File: src/rtl/vec_lane_sequencer.sv
// vec_lane_sequencer: per-lane issue/collect wrapper around the vector ALU.
// Optional build macro LANE_MASK_EN adds a per-lane enable mask.
module vec_lane_sequencer #(
    parameter int LANES  = 16,
    parameter int LANE_W = 16
) (
    input  logic                      clk,
    input  logic                      rst,
    input  logic                      start,
    input  logic [3:0]                opcode,
    input  logic [LANES*LANE_W-1:0]   vec_a,
    input  logic [LANES*LANE_W-1:0]   vec_b,
`ifdef LANE_MASK_EN
    input  logic [LANES-1:0]          lane_mask,
`endif
    output logic [LANES*LANE_W-1:0]   alu_op_1,
    output logic [LANES*LANE_W-1:0]   alu_op_2,
    output logic [3:0]                alu_opcode,
    input  logic [LANES*LANE_W-1:0]   alu_result,
    output logic                      busy,
    output logic                      done,
    output logic [LANES*LANE_W-1:0]   result
);

    localparam int W  = LANES * LANE_W;
    localparam int IW = $clog2(LANES);
    localparam logic [IW-1:0] LAST = IW'(LANES - 1);

    localparam logic [3:0] OP_VADD = 4'b0000;
    localparam logic [3:0] OP_VDOT = 4'b0001;
    localparam logic [3:0] OP_SMUL = 4'b0010;
    localparam logic [3:0] OP_NOP  = 4'b1111;

    typedef enum logic [2:0] {
        S_IDLE, S_LANE, S_DMUL, S_DADD, S_PASS, S_DONE
    } state_t;

    state_t state, state_n;

    logic [3:0]        op_q;
    logic [W-1:0]      a_q;
    logic [W-1:0]      b_q;
    logic [IW-1:0]     idx;
    logic [LANE_W-1:0] acc;
    logic [LANE_W-1:0] prod;
    logic [W-1:0]      result_q;
    logic [LANES-1:0]  lane_en;
    logic [IW-1:0]     first_idx;
    logic [IW-1:0]     next_idx;
    logic              next_any;

    logic [LANE_W-1:0] a_lane;
    logic [LANE_W-1:0] b_lane;
    logic [LANE_W-1:0] res_lane;

    assign a_lane   = a_q[idx*LANE_W +: LANE_W];
    assign b_lane   = (op_q == OP_SMUL) ? b_q[LANE_W-1:0]
                                        : b_q[idx*LANE_W +: LANE_W];
    assign res_lane = alu_result[LANE_W-1:0];
    assign result   = result_q;

`ifdef LANE_MASK_EN
    logic [LANES-1:0] mask_q;
    assign lane_en = mask_q;

    // First enabled lane of the incoming mask; 0 if none is enabled.
    always_comb begin
        first_idx = '0;
        for (int k = LANES - 1; k >= 0; k--) begin
            if (lane_mask[k]) first_idx = k[IW-1:0];
        end
    end
`else
    assign lane_en   = '1;
    assign first_idx = '0;
`endif

    // Next enabled lane above the current one, for VDOT lane skipping.
    always_comb begin
        next_idx = '0;
        next_any = 1'b0;
        for (int k = 0; k < LANES; k++) begin
            if (!next_any && k > int'(idx) && lane_en[k]) begin
                next_idx = k[IW-1:0];
                next_any = 1'b1;
            end
        end
    end

    assign busy = (state == S_LANE) || (state == S_DMUL) ||
                  (state == S_DADD) || (state == S_PASS);
    assign done = (state == S_DONE);

    // Next-state and ALU drive.
    always_comb begin
        state_n    = state;
        alu_op_1   = '0;
        alu_op_2   = '0;
        alu_opcode = OP_NOP;
        case (state)
            S_IDLE: begin
                if (start) begin
                    if (opcode == OP_VADD || opcode == OP_SMUL)
                        state_n = S_LANE;
                    else if (opcode == OP_VDOT)
                        state_n = S_DMUL;
                    else
                        state_n = S_PASS;
                end
            end
            S_LANE: begin
                alu_op_1[LANE_W-1:0] = a_lane;
                alu_op_2[LANE_W-1:0] = b_lane;
                alu_opcode           = op_q;
                state_n = (idx == LAST) ? S_DONE : S_LANE;
            end
            S_DMUL: begin
                // Only reached on a disabled lane when no lane is enabled.
                if (lane_en[idx]) begin
                    alu_op_1[LANE_W-1:0] = a_lane;
                    alu_op_2[LANE_W-1:0] = b_lane;
                    alu_opcode           = OP_VDOT;
                    state_n              = S_DADD;
                end else begin
                    state_n = S_DONE;
                end
            end
            S_DADD: begin
                alu_op_1[LANE_W-1:0] = acc;
                alu_op_2[LANE_W-1:0] = prod;
                alu_opcode           = OP_VADD;
                state_n = next_any ? S_DMUL : S_DONE;
            end
            S_PASS: begin
                alu_op_1   = a_q;
                alu_op_2   = b_q;
                alu_opcode = op_q;
                state_n    = S_DONE;
            end
            S_DONE:  state_n = S_IDLE;
            default: state_n = S_IDLE;
        endcase
    end

    // State, operand latches, lane counter and result collection.
    always_ff @(posedge clk) begin
        if (rst) begin
            state    <= S_IDLE;
            op_q     <= OP_NOP;
            a_q      <= '0;
            b_q      <= '0;
            idx      <= '0;
            acc      <= '0;
            prod     <= '0;
            result_q <= '0;
`ifdef LANE_MASK_EN
            mask_q   <= '0;
`endif
        end else begin
            state <= state_n;
            case (state)
                S_IDLE: begin
                    if (start) begin
                        op_q <= opcode;
                        a_q  <= vec_a;
                        b_q  <= vec_b;
                        acc  <= '0;
                        prod <= '0;
                        idx  <= (opcode == OP_VDOT) ? first_idx : '0;
`ifdef LANE_MASK_EN
                        mask_q <= lane_mask;
`endif
                    end
                end
                S_LANE: begin
                    result_q[idx*LANE_W +: LANE_W] <=
                        lane_en[idx] ? res_lane : a_lane;
                    idx <= (idx == LAST) ? '0 : idx + 1'b1;
                end
                S_DMUL: begin
                    if (lane_en[idx]) begin
                        prod <= res_lane;
                    end else begin
                        result_q <= {{(W-LANE_W){1'b0}}, acc};
                        idx      <= '0;
                    end
                end
                S_DADD: begin
                    acc <= res_lane;
                    if (next_any) begin
                        idx <= next_idx;
                    end else begin
                        result_q <= {{(W-LANE_W){1'b0}}, res_lane};
                        idx      <= '0;
                    end
                end
                S_PASS: result_q <= alu_result;
                default: ;
            endcase
        end
    end

endmodule

File: config.mk
export PLATFORM = sky130hd
export DESIGN_NAME = vec_lane_sequencer
export DESIGN_NICKNAME = d
export VERILOG_FILES = /design/src/rtl/vec_lane_sequencer.sv
export SDC_FILE = /design/constraint.sdc
export NUM_CORES = 2
export LEC_CHECK = 0
export BUFFER_PORTS_ARGS = -buffer_cell sky130_fd_sc_hd__buf_2
export CELL_PAD_IN_SITES_DETAIL_PLACEMENT = 1
export CELL_PAD_IN_SITES_GLOBAL_PLACEMENT = 2
export CORE_AREA = 2 2 607 609
export DETAILED_ROUTE_END_ITERATION = 10
export DIE_AREA = 0 0 609 611
export PLACE_DENSITY = 0.39
export SKIP_LAST_GASP = 1
export SLEW_MARGIN = 20
export SYNTH_ARGS = -nofsm -noshare
export SYNTH_HDL_FRONTEND = slang
export SYNTH_SLANG_ARGS = --single-unit
File: constraint.sdc
create_clock -name clk -period 4.9 [get_ports clk]
set_clock_uncertainty 0.1 [all_clocks]
set_input_delay 0.735 -clock clk [delete_from_list [all_inputs] [get_ports clk]]
set_output_delay 0.735 -clock clk [all_outputs]
set_load 0.02 [all_outputs]
Yosys cells after proc, flatten, opt, wreduce, memory -nomap -nowiden
Memory sizes are Yosys's and may differ from the RTL's. A register that Yosys moved wholly into a read port is not among the register bits.
Cells that the tools add are included.

storage, ports and cells
  flip-flop bits (word level) = 811
  bits in latches = 0
  word-level logic and storage cells = 151
  output and inout port bits = 774
  memory bits (read-only) = 16
  input port bits = 775
  memory bits (writable) = 0
  memories kept = 1

memories
  memory            depth  width  read ports  clocked after Yosys merged registers in  wr ports  line  RTL
  (name not given)  16     1      1           1                                        0         181   if (lane_en[idx]) begin

operators by class
  multipliers = 0
  reduce and logical (&&, ||, !) cells = 44
  magnitude comparators = 16
  add/subtract/negate cells = 2
  shift operators = 4
  equal/unequal tests = 13
  muxes and demuxes = 63
  bitwise operators = 0
  div/mod/pow operators = 0

operators with widths
  kind                                                                            count
  256-bit one-hot mux with 4 select lines                                         1
  256-bit two-way mux                                                             2
  256-bit by 9-bit indexed part select with 16-bit output                         2
  240-bit two-way mux                                                             2
  256-bit bitwise mux                                                             1
  16-bit by 34-bit variable shift with 256-bit output, first input constant       1
  16-bit by 34-bit indexed part select with 256-bit output                        1
  16-bit one-hot mux with 4 select lines                                          2
  16-bit two-way mux                                                              6
  16-bit one-hot mux with 2 select lines                                          2
  4-bit two-way mux                                                               15
  8-bit negator with 34-bit output                                                1
  4-bit greater-than comparator, first input constant                             8
  3-bit two-way mux                                                               10
  1-bit two-way mux                                                               17
  3-bit by 4-bit greater-than comparator with 1-bit output, first input constant  4
  4-bit one-hot mux with 4 select lines                                           1
  3-bit one-hot mux with 5 select lines                                           1
  1-bit logical AND                                                               14
  1-bit zero test                                                                 14
  4-bit one-hot mux with 3 select lines                                           1
  3-bit AND reduction                                                             3
  4-bit by 2-bit == test with 1-bit output, second input constant                 2
  2-bit by 4-bit greater-than comparator with 1-bit output, first input constant  2
  other kinds (18)                                                                29

Depth between registers and ports, before layout
  word-level depth = 48
  gate-level depth with buffers = 14
  mapped depth without buffers = 7

Least setup slack after synthesis
OpenSTA, ideal clock, no wires.

  path type = register -> register
  start = register idx[1]
  end = register (tool-made name)
  data arrival time = 2990 ps
  required time = 4666 ps
  clock period less this slack = 3224 ps
  path slack = 1676 ps
  library setup time = 134 ps
  cell stages (with the launch flop) = 15
  buffers on the path = 7
  path through = dfxtp_1 buf_4 buf_4 buf_2 buf_2 nor3_1 ha_1 buf_4 nor2b_1 nand3_1 a21oi_2 or2_1 clkbuf_1 buf_2 a211oi_1

RTL lines
  item                      line  RTL
  start: declaration        43    logic [IW-1:0] idx;
  start signal: assignment  169   idx <= (opcode == OP_VDOT) ? first_idx : '0;
  start signal: assignment  178   idx <= (idx == LAST) ? '0 : idx + 1'b1;
  start signal: assignment  191   idx <= next_idx;

Worst setup path after layout
  start = register idx[0]
  end = output port alu_op_1[11]

on the way
  longest elaborated chain between the ends = 3

RTL lines
  item                                                         line  RTL
  256-bit by 9-bit indexed part select with 16-bit output (*)  56    assign a_lane = a_q[idx*LANE_W +: LANE_W];
  16-bit two-way mux                                           119   if (lane_en[idx]) begin
  16-bit one-hot mux with 4 select lines (*)                   100   case (state)
  end: declaration                                             16    output logic [LANES*LANE_W-1:0] alu_op_1,

Every way passes the cells marked *; elsewhere a longest branch is shown, timed or not.

==> results.yml <==
clock_network:
  clk_latency_ns: 0.88
  clkTransAtPathRegs_ns: 0.06
  clockBufferDepth: 4
  cts.sinks: 811
  numCtsBuffers: 125
  htree_levels: 3
  cts_tree: "yes"
  cts_root_buf: "clkbuf_16"
synth:
  yosys_warnings: 0
  synth_simple_gate_area_share_pct: 23.6
  synth-seq-cells: 811
  yosysTopAreaCell: "dfxtp_1"
  muxShareOfSynthArea_pct: 8.50
  synth_compound_area_share_pct: 20.5
  synthFlopType: "dfxtp_1"
  synth-edff-count: 0
  avgSynthCellArea_um2: 8.30
  synth_most_common_cell: "nand2_1"
  synth_top_family_by_area: "simple AND/OR/NAND/NOR gates"
  yosys.area.top_type_share_pct: 40.5
  yosysSeqAreaShare_pct: 40.5
  ys_types: 76
  synthXorXnorAreaFrac_pct: 0.153
  synth_common_cells: "nand2_1, dfxtp_1, a21oi_1, and3_1, clkbuf_1"
  synth_fa_ha_area_share_pct: 0.219
  syn_inst: 4825
  synthArstFlopShare_pct: 0
  netlist_area_um2: 40100
  syn-num-nets: 5607
  synth.area.top_cells: "dfxtp_1, nand2_1, mux4_2"
worst_setup_path:
  timing.rr.start: "idx[0]$_SDFFE_PP0P_"
  crit_arrival_ns: 3.84
  regToRegSetupSlack_ns: 1.04
  critPathKind: "reg2out"
  required_ns: 4.07
  reg2reg_depth: 8
  cp-end-kind: "output port"
  cp_num_buf_inv: 3
  crit_chain: "buf_4, buf_12, mux4_2, a22oi_1, nand2_1, o21ai_0, nand2_1, buf_2"
  worst-path-max-fanout: 40
  cpPeakStageDelay_ns: 0.60
  cp_slowest_cell: "mux4_2"
  setup.worst_path.start_class: "register"
  cp_common_cell: "nand2_1"
  cpLargestDelayFamily: "buffers and inverters"
pwr:
  clkPwrFrac_pct: 37.7
  ir_worst_vdd_v: 0.000294
  p_int_mw: 15.3
  p_switching_mw: 9.93
  combPwrFrac_pct: 28.5
  p_per_area_nw_per_um2: 407
  swShare_pct: 39.3
  seq_power_share_pct: 33.8
  total_leakage_power_nw: 26.2
die:
  initial_core_util_pct: 11.0
  die-width_um: 609
  core-area_um2: 365000
  rows: 222
  dieArea_um2: 372000
  io_pins: 1549
  die_h_um: 611
finish:
  num-fill-cells: 43300
  drive_gt1_share_pct: 31.9
  fin_util_pct: 17.0
  nets: 7341
  stdcell_area_um2: 62100
  multi_input_area_um2: 21300
  finalNonFillerCells: 11500
  synthToLayoutAreaGrowth_pct: 55.0
  ff_latch_area_um2: 16300
drt:
  routed_wl_um: 367000
  drc: 0
  wl_per_cell_um: 31.8
  num_vias: 47600
  ant_nets: 0
  drt_iter0_markers: 3376
  viasPerCell: 4.12
  first_pass_iters: 5
global_route:
  grt_pass1_vias: 48300
  grt-ovfl-total: 0
  grt_antenna_before_repair: 211
  globalRouteTotalUtil_pct: 18.8
  grt_max_degree: 220
  grt_pass1_wl_um: 475000
job:
  maxCapViolCount: 0
worst_hold_path:
  hold_class: "in2reg"
  min_to: "a_q[13]$_SDFFE_PP0P_"
  holdCritStartpoint: "vec_a[13]"
  hold_path_depth: 3
sta:
  holdWs_ns: 0.0803
  max_freq_ghz: 0.214
  hold_viol: 0
  rsz0062_at_grt: "false"
  slew_violations: 0
  period_needed_ns: 4.68
  fin_crit_sh_pct: 95.5
  report.final.setup_viol: 0
  setup_tns_ns: 0
  worstMarginPinSlew_ns: 1.27
  max-slew-margin-rel_pct: 15.3
place:
  place_congestion: 0.865
  placed_area_um2: 52800
  io_buffers: 1548
  hpwl_um: 286000
  dpl.cell_count: 10700
status:
  outcome: "finished, final reports clean"
## area by class of cell
type                    count  area share [%]
diodes                     72           0.290
clock buffers             190            5.95
clock inverters            35           0.750
inverters                  24           0.145
multi-input cells        3425            34.4
flip-flops and latches    811            26.2
well taps                4816            9.71
repair buffers           2172            22.6
## layer usage
metal  wire length (um)  global-route usage [%]  share of wire, %
met5                567                       0              0.15
met4              17900                    8.58               4.9
met3              25700                    4.80               7.0
met2             170000                    30.7                46
met1             153000                    23.1                42
## worst register-to-register path: cells and delay by family (launching register included)
kind | cells | cell delay (ns)
AOI/OAI and AO/OA | 3 | 0.96
adders and majority gates | 1 | 0.48
buffers and inverters | 2 | 0.36
DFF | 1 | 0.54
and+or+nand+nor | 2 | 1.21
## cells by family after synthesis
logic type,Yosys count
compound gates,1219
simple gates,2035
fa+ha+maj,7
flops,811
buf+inv,589
mux,160
xor+xnor,4
## worst max path at each step
stage                        startpoint           end  cells past startpoint
floorplan           idx[1]$_SDFFE_PP0P_      register                     14
global placement    idx[1]$_SDFFE_PP0P_  alu_op_1[11]                      7
detailed placement  idx[1]$_SDFFE_PP0P_  alu_op_1[11]                      7
CTS                 idx[0]$_SDFFE_PP0P_  alu_op_2[11]                      7
global route        idx[0]$_SDFFE_PP0P_  alu_op_2[14]                      7
finish              idx[0]$_SDFFE_PP0P_  alu_op_1[11]                      8
## per-stage QoR
step | worst slack [ns] | total power [mW]
floorplan | 1.68 | 11.9
global placement | 0.877 | 15.6
detailed placement | 0.863 | 15.6
CTS | 0.0149 | 25.8
global route | 0.108 | 26.4
finish | 0.222 | 25.2
## power by group through the flow
stage / clock network [mW] / registers, mW / logic [mW]
2_1_floorplan: 0 / 8.36 / 3.49
3_3_place_gp: 0 / 8.70 / 6.90
3_5_place_dp: 0 / 8.70 / 6.94
4_1_cts: 9.89 / 8.56 / 7.35
5_1_grt: 10.1 / 8.62 / 7.72
6_report: 9.52 / 8.54 / 7.19
## cells in the final DEF, fill, tap and decap left out, types with 6 or more instances in the layout
cell type,n
a211oi_2,55
a221oi_1,16
clkinv_2,15
buf_2,1546
mux2i_1,16
nor2b_1,9
or2_1,8
bufinv_16,9
and3_1,482
nand2_1,1096
dfxtp_1,805
nor3b_1,16
dlygate4sd3_1,491
ha_1,7
nor2_1,142
mux4_2,144
nor3_1,226
inv_1,24
buf_4,104
clkbuf_8,30
a211oi_1,141
o21ai_0,38
a21oi_1,621
a32oi_1,160
o22a_1,33
buf_12,29
a22oi_1,97
clkbuf_16,126
nand3_1,11
a2bb2oi_1,15
clkbuf_1,34
and2_1,6
diode_2,72
## timing repair
action | 4_1_cts | 5_1_grt
hold endpoints to repair | 491 | 0
resized for setup | 1 | 0
setup buffers | 1 | 7
hold buffers | 491 | 0
setup endpoints to repair | 7 | 1
Power figures use the tool's default switching activity.
